[config.mk]
export PLATFORM = sky130hd
export DESIGN_NAME = ofmap_readback
export DESIGN_NICKNAME = d
export VERILOG_FILES = /design/src/rtl/ofmap_readback.sv
export SDC_FILE = /design/constraint.sdc
export NUM_CORES = 2
export LEC_CHECK = 0
export BUFFER_PORTS_ARGS = -buffer_cell sky130_fd_sc_hd__buf_4
export CAP_MARGIN = 15
export CORE_MARGIN = 1.5
export CORE_UTILIZATION = 25
export DETAILED_ROUTE_END_ITERATION = 10
export GPL_TIMING_DRIVEN = 0
export PLACE_DENSITY = 0.4
export REMOVE_ABC_BUFFERS = 1
export SYNTH_ARGS = -nofsm -noshare
export SYNTH_HDL_FRONTEND = slang
export SYNTH_SLANG_ARGS = --single-unit
[constraint.sdc]
create_clock -name clk -period 5 [get_ports clk]
set_input_delay 1 -clock clk [delete_from_list [all_inputs] [get_ports clk]]
set_output_delay 1 -clock clk [all_outputs]
set_load 0.01 [all_outputs]
[src/rtl/ofmap_readback.sv]
// rtl/ofmap_readback.sv - accelerator result buffer with an ICB register window for fp16 readback
module ofmap_readback #(
  parameter int          DEPTH     = 128,
  parameter logic [31:0] BASE_ADDR = 32'h1004_3000
) (
  input  logic        clk,
  input  logic        rst_n,
  input  logic        dout_valid,
  input  logic [31:0] ofmap_out,
  input  logic        done,
  input  logic        icb_cmd_valid,
  output logic        icb_cmd_ready,
  input  logic        icb_cmd_read,
  input  logic [31:0] icb_cmd_addr,
  input  logic [31:0] icb_cmd_wdata,
  input  logic [3:0]  icb_cmd_wmask,
  output logic        icb_rsp_valid,
  input  logic        icb_rsp_ready,
  output logic [31:0] icb_rsp_rdata,
  output logic        icb_rsp_err,
  output logic        irq
);

  localparam int AW = $clog2(DEPTH);
  localparam int CW = AW + 1;

  logic [15:0]   mem_q [DEPTH];
  logic [AW-1:0] wptr_q, wptr_d, rptr_q, rptr_d;
  logic [CW-1:0] count_q, count_d;
  logic          overflow_q, overflow_d, done_seen_q, done_seen_d;
  logic          rsp_valid_q, rsp_valid_d, rsp_err_q, rsp_err_d;
  logic [31:0]   rsp_rdata_q, rsp_rdata_d;

  logic          full, empty, accept, in_win;
  logic          rd_data, rd_stat, wr_ctrl, clr, pop, push, ovf_set;
  logic [3:0]    off;
  logic [31:0]   status;
  logic          unused_bits;

  assign unused_bits = ^{icb_cmd_wmask, ofmap_out[31:16], icb_cmd_wdata[31:1]};

  assign full    = (count_q == CW'(DEPTH));
  assign empty   = (count_q == '0);
  assign icb_cmd_ready = !rsp_valid_q || icb_rsp_ready;
  assign accept  = icb_cmd_valid && icb_cmd_ready;
  assign in_win  = (icb_cmd_addr[31:4] == BASE_ADDR[31:4]);
  assign off     = icb_cmd_addr[3:0];
  assign rd_data = accept && icb_cmd_read && in_win && (off == 4'h0);
  assign rd_stat = accept && icb_cmd_read && in_win && (off == 4'h4);
  assign wr_ctrl = accept && !icb_cmd_read && in_win && (off == 4'h8);
  assign clr     = wr_ctrl && icb_cmd_wdata[0];
  assign pop     = rd_data && !empty;
  // A pop frees a slot in the same cycle, so a full buffer still accepts the push; clear beats both.
  assign push    = dout_valid && (!full || pop) && !clr;
  assign ovf_set = dout_valid && full && !pop && !clr;
  assign status  = {20'h0, 8'(count_q), overflow_q, done_seen_q, full, empty};

  always_comb begin
    wptr_d      = wptr_q;
    rptr_d      = rptr_q;
    count_d     = count_q;
    overflow_d  = overflow_q | ovf_set;
    done_seen_d = done_seen_q | done;
    if (clr) begin
      wptr_d      = '0;
      rptr_d      = '0;
      count_d     = '0;
      overflow_d  = 1'b0;
      done_seen_d = 1'b0;
    end else begin
      if (push) wptr_d = wptr_q + {{(AW-1){1'b0}}, 1'b1};
      if (pop)  rptr_d = rptr_q + {{(AW-1){1'b0}}, 1'b1};
      count_d = count_q + {{AW{1'b0}}, push} - {{AW{1'b0}}, pop};
    end
  end

  always_comb begin
    rsp_valid_d = rsp_valid_q && !icb_rsp_ready;
    rsp_err_d   = rsp_err_q;
    rsp_rdata_d = rsp_rdata_q;
    if (accept) begin
      rsp_valid_d = 1'b1;
      rsp_err_d   = 1'b1;
      rsp_rdata_d = '0;
      if (pop) begin
        rsp_err_d   = 1'b0;
        rsp_rdata_d = {16'h0, mem_q[rptr_q]};
      end else if (rd_stat) begin
        rsp_err_d   = 1'b0;
        rsp_rdata_d = status;
      end else if (wr_ctrl) begin
        rsp_err_d   = 1'b0;
      end
    end
  end

  always_ff @(posedge clk) begin
    if (push) mem_q[wptr_q] <= ofmap_out[15:0];
  end

  always_ff @(posedge clk or negedge rst_n) begin
    if (!rst_n) begin
      wptr_q      <= '0;
      rptr_q      <= '0;
      count_q     <= '0;
      overflow_q  <= 1'b0;
      done_seen_q <= 1'b0;
      rsp_valid_q <= 1'b0;
      rsp_err_q   <= 1'b0;
      rsp_rdata_q <= '0;
    end else begin
      wptr_q      <= wptr_d;
      rptr_q      <= rptr_d;
      count_q     <= count_d;
      overflow_q  <= overflow_d;
      done_seen_q <= done_seen_d;
      rsp_valid_q <= rsp_valid_d;
      rsp_err_q   <= rsp_err_d;
      rsp_rdata_q <= rsp_rdata_d;
    end
  end

  assign icb_rsp_valid = rsp_valid_q;
  assign icb_rsp_err   = rsp_err_q;
  assign icb_rsp_rdata = rsp_rdata_q;
  assign irq           = (count_q >= CW'(DEPTH / 2)) || overflow_q;

endmodule

**Yosys cells after proc, flatten, opt, wreduce, memory -nomap -nowiden**

Memory sizes are Yosys's and may differ from the RTL's.
Cells that the tools add are included.

- Register bits: 58
- Memories kept: 1
- RAM bits: 2048
- Input bits: 107
- Output and inout bits: 36
- Word-level logic and storage cells: 65

Memory list:

| memory | words | bits a word | read ports | clocked after memory_dff | write ports | RTL line | text |
|---|---|---|---|---|---|---|---|
| mem_q | 128 | 16 | 1 | 0 | 1 | 27 | `logic [15:0] mem_q [DEPTH];` |

- Bitwise operators: 2
- Reduce and logical (&&, ||, !) cells: 30
- Add/sub/neg operators: 4
- Eq/ne operators: 4
- Muxes and demuxes: 15
- Magnitude comparators: 1

Operator list:

| operator | number |
|---|---|
| $eq 28x25->1 const B | 1 |
| $mux 7 | 4 |
| $logic_and 1x1->1 | 16 |
| $mux 16 | 1 |
| $add 7x1->7 const B | 2 |
| $mux 12 | 1 |
| $add 8x1->8 | 1 |
| $eq 8x8->1 const B | 1 |
| $ge 8x7->1 const B | 1 |
| $logic_not 8->1 | 1 |
| $mux 1 | 8 |
| $mux 8 | 1 |
| $sub 8x1->8 | 1 |
| $logic_not 1->1 | 7 |
| $eq 4x3->1 const B | 1 |
| $eq 4x4->1 const B | 1 |
| $logic_not 4->1 | 1 |
| $reduce_bool 2->1 | 2 |
| $logic_or 1x1->1 | 3 |
| $or 1x1->1 | 2 |

**Depth between registers and ports, before layout**

- Word-level depth: 13
- Mapped depth: 19
- Depth with buffers taken out: 18

**Worst setup path before layout**

No wires, ideal clock.

- Path type: input to register
- Start point: input port icb_cmd_addr[31]
- End point: register count_q[6]
- Path slack: 1000 ps
- Stages on the path: 17
- Library setup time: 131 ps
- Data arrival time: 3870 ps
- Required time: 4869 ps
- Path buffers: 1
- Cell sequence: nor4b_1 > nand4_1 > nor4_4 > o21a_1 > buf_4 > nand2b_1 > ha_1 > inv_1 > ha_1 > fa_1 > a21oi_1 > o21bai_1 > a21oi_1 > nor2_1 > nor2_1 > xor2_1 > nor2_1

- Cells in the longest elaborated chain, start to end: 10
- Elaborated cells between the ends (all ways): 14
- Those cells by class: 2 x add/sub; 1 x eq/ne; 1 x mux; 10 x reduce/logical

Ends and longest elaborated chain:

| element | RTL line | text |
|---|---|---|
| start: declaration | 14 | `input logic [31:0] icb_cmd_addr,` |
| $eq 28x25->1 (*) | 46 | `assign in_win = (icb_cmd_addr[31:4] == BASE_ADDR[31:4]);` |
| $logic_and 1x1->1 (2 in series) | 48 | `assign rd_data = accept && icb_cmd_read && in_win && (off == 4'h0);` |
| $logic_and 1x1->1 | 52 | `assign pop = rd_data && !empty;` |
| $logic_or 1x1->1 | 54 | `assign push = dout_valid && (!full \|\| pop) && !clr;` |
| $logic_and 1x1->1 (2 in series) | 54 |  |
| $add 8x1->8 | 73 | `count_d = count_q + {{AW{1'b0}}, push} - {{AW{1'b0}}, pop};` |
| $sub 8x1->8 | 73 |  |
| $mux 8 (*) | 64 | `if (clr) begin` |
| net count_d[6] | 29 | `logic [CW-1:0] count_q, count_d;` |
| end signal: assignment | 114 | `count_q <= count_d;` |
| end: declaration | 29 |  |

The timed path passes the listed nets; every way through them passes the cells marked *.
A chain may end at the register's enable or synchronous reset.

**Worst setup path in the final report**

- Start point: input port icb_cmd_addr[31]
- End point: memory mem_q[32][12], enable pin

- Cells in the longest elaborated chain, start to end: 9
- Elaborated cells between the ends (all ways): 13
- Those cells by class: 1 x eq/ne; 2 x mux; 10 x reduce/logical

Ends and longest elaborated chain:

| element | RTL line | text |
|---|---|---|
| $eq 28x25->1 (*) | 46 |  |
| $logic_and 1x1->1 (2 in series) | 48 |  |
| $logic_and 1x1->1 | 52 |  |
| $logic_or 1x1->1 | 54 |  |
| $logic_and 1x1->1 | 54 |  |
| $logic_and 1x1->1 (*) | 54 |  |
| $mux 1 (*) | 98 | `if (push) mem_q[wptr_q] <= ofmap_out[15:0];` |
| $mux 1 (not written as such) (*) | 98 |  |
| end: declaration | 27 |  |

Mark *: on every way between the ends. The rest lies on a longest branch, timed or not.

==> results.cfg <==
[status]
status = finished with violations
violations = DRC, setup timing

[pwr]
powerDensity_mw_per_mm2 = 383
switching_power_mw = 8.44
internal_power_mw = 28.9
switching_share = 0.226
p_comb_frac = 0.050
p_clk_frac = 0.420
power_frac_seq = 0.530
p_leak_nw = 28.8
p_total_mw = 37.3
ir_worst_vdd_uv = 260

[synthesis]
synth_top_family_by_area = multiplexers
synth-seq-area-share = 0.769
synth_compound_area_frac = 0.0349
yosys.area.top_type_share = 0.756
ys_warn_count = 0
synthCells = 3860
synth-adder-area-share = 0.00240
synth_edf_count = 2048
yosys.area_share.simple = 0.0248
synthMuxAreaShare = 0.150
ys_top_cells_by_area = edfxtp_1 (76%), mux4_2 (12%), mux2i_1 (2.7%)
ys.flop_type = edfxtp_1
synth.distinct_cells = 70
synth_top_cell_by_area = edfxtp_1
synth-seq-cells = 2090
postSynthAreaPerCell_um2 = 21.1
syn-cell-area_mm2 = 0.0813
async_reset_ff_frac = 0.0201
synth_xor_area_frac = 0.00194

[worst_setup_path]
cp.depth = 9
rrSetupSlack_ns = 0.29
rr_startpoint = icb_rsp_valid
r2r-end = mem_q[32][12]
end_kind = register
cp.required_ns = 5.59
worst_setup_path_start_kind = primary input
crit_type = in -> reg
crit_chain = buf_4 > nor4b_1 > nand4_1 > nor4_4 > o21a_1 > nor3b_4 > nand2_2 > nor2_2 > buf_8
path_max_fanout = 16
cp_slowest_cell = nor2_2
r2r_cells = 8
cp_top_family = simple AND/OR/NAND/NOR gates
path_buf_inv = 2
max_stage_delay_ns = 0.96
arrival_ns = 5.59

[timing]
slew_headroom = 0.149
fmax_mhz = 200
finalMaxSlewViolations = 0
fin_ws_ns = -0.00407
fin_skew_ns = 0.0670
fin_setup_tns_ns = -0.0144
finalSetupViolCount = 5
period_needed_ns = 5.00
hold_viol_final = 0
period_share = 1.00
tightest_slew_ns = 1.28
rsz0062_at_grt = true

[detailed_routing]
ant_nets = 0
wire_per_inst_um = 29.3
drc = 52
via_per_inst = 4.63
vias = 40100
routed_wl_um = 254000
wl_met1_um = 115000
dr_wl_met2_um = 122000
routed.top_layer = met4
first_iter_violations = 3688
firstDrtPassIters = 9
wl_met3_um = 11500

[floorplanning]
io_pins = 143
start_util = 0.251
core-area_mm2 = 0.324
die_w_um = 573
die-height_um = 573
num_rows = 209
die_area_mm2 = 0.329

[grt]
grt_pass1_wl_um = 350000
globalRouteOverflowTotal = 0
grt_pass1_vias = 40900
grt_antenna_before_repair = 21
grt_max_degree = 97
grt_use_total = 0.152

[cts]
root_buffer = clkbuf_16
cts_buffer_depth = 4
clk_pin_slew_ns = 0.06
clk_latency_ns = 0.89
htreeDepth = 4
cts_tree = done
clock_sinks = 2090
cts_buffers = 232

[hold_path]
hold_path_class = in -> async

[finish]
area_delta_synth_final_pct = 19.9
nFillCells = 31300
num-nets-final = 4277
drive_above_1_share = 0.270
fin_util = 0.301

[placed_design]
io_buffers = 75
gp_congestion = 0.779
hpwlAfterDp_um = 164000

[flow_run]
max_cap_viol_count = 0
-- synthesized netlist by cell type, types with 31 or more instances --
master,instances
buf_2,50
nand3_1,31
dfrtp_1,42
o21ai_0,50
edfxtp_1,2048
mux4_2,440
mux2i_1,223
nor2_1,179
nand2_1,80
buf_4,57
a22oi_1,75
a21oi_1,65
clkbuf_1,82
a221oi_1,54
-- per-stage QoR --
step | cell area (um2) | hold slack [ns] | instances | worst slack [ns]
final | 97500 | 0.132 | 8661 | -0.00407
after global routing | 97500 | 0.128 | 8653 | -0.0711
after CTS | 97400 | 0.0884 | 8647 | -0.220
after detailed placement | 90600 | 0.503 | 8239 | -1.77
after global placement | 86000 | 0.509 | 8044 | -46.24
after floorplan | 80100 | 0.464 | 3644 | -18.72
-- layout by cell type, fill, tap and decap left out, types with 16 or more instances in the layout --
cell type  netlist  final
a211oi_1        17     17
a21oi_1         65     65
a221o_1         22     22
a221oi_1        54     51
a22oi_1         75     74
buf_16           0     88
buf_4           57     75
buf_6           22     18
buf_8            0     78
clkbuf_1        82     72
clkbuf_16        0    233
clkinv_1         0     57
clkinv_2         0     30
conb_1           1     16
dfrtp_1         42     38
edfxtp_1      2048   2048
mux2i_1        223    223
mux4_2         440    440
nand2_1         80     75
nand2b_1        20     20
nand3_1         31     30
nor2_1         179     47
nor2_2           0     98
nor2_4           0     34
nor2b_1         25     20
nor3_1          21     21
nor4_1          16     16
o21ai_0         50     47
o22ai_1         23     23
o31ai_1         21     19
-- worst register-to-register path, stage by stage (launching register included) --
cell and delay, ns:
dfrtp_1 0.50, nand2b_1 0.42, nand4_1 0.28, nor4_4 0.37, o21a_1 0.49, nor3b_4 0.46, nand2_2 0.69, nor2_2 0.96
buf_8 0.24
-- how the worst max path moves through the flow --
| stage | start | end |
|---|---|---|
| 3_5_place_dp | icb_cmd_addr[31] | mem_q[35][3] |
| 5_1_grt | icb_cmd_addr[31] | mem_q[0][0] |
| 6_report | icb_cmd_addr[31] | mem_q[32][12] |
| 3_3_place_gp | rptr_q[1] | icb_rsp_rdata[15] |
| 4_1_cts | icb_cmd_addr[20] | mem_q[13][14] |
| 2_1_floorplan | rptr_q[0] | icb_rsp_rdata[4] |
-- cell type report --
| type | count | area [um2] | share of cell area |
|---|---|---|---|
| flip-flops and latches | 2090 | 62600 | 0.641 |
| repair buffers | 277 | 4660 | 0.0478 |
| inverters | 15 | 66.3 | 0.000680 |
| well taps | 4325 | 5410 | 0.0555 |
| clock inverters | 102 | 638 | 0.00654 |
| diodes | 8 | 20.0 | 0.000205 |
| multi-input cells | 1539 | 18100 | 0.185 |
| clock buffers | 305 | 6100 | 0.0625 |
-- layer usage --
| metal | global-route usage | vias to the layer above |
|---|---|---|
| li1 | - | 16800 |
| met1 | 0.213 | 21900 |
| met2 | 0.250 | 1054 |
| met3 | 0.0205 | 286 |
| met4 | 0.0365 | 0 |
| met5 | 0 | - |
-- power by group through the flow --
stage	combinational, mW	sequential (mW)	clock, mW
final	1.86	19.8	15.7
after global routing	2.01	19.8	16.7
after CTS	1.89	19.8	16.1
after detailed placement	1.86	20.1	0
after global placement	1.57	20.2	0
after floorplan	0.717	20.1	0
-- logic make-up (layout without fill, tap and decap cells) --
family / count (synthesis) / after routing
simple gates: 426 / 426
buf+inv: 246 / 699
mux: 668 / 668
fa+ha+maj: 15 / 15
other cells: 1 / 24
compound gates: 396 / 396
flops: 2090 / 2090
xor+xnor: 18 / 18
-- registers in the layout, summed over array words and instances, names as in the netlist --
signal / count
rptr_q: 7
icb_rsp_valid: 1
done_seen_q: 1
count_q: 8
icb_rsp_err: 1
icb_rsp_rdata: 16
mem_q: 2048
wptr_q: 7
overflow_q: 1
-- what timing repair did --
item | 4_1_cts | 5_1_grt
setup endpoints to repair | 1719 | 439
hold buffers | 0 | 0
buffers inserted | 1 | 6
endpoints found under the hold margin | 0 | 0
pin swaps | 1 | 1
gates resized for setup | 13 | 8
(Power assumes the default switching activity.)
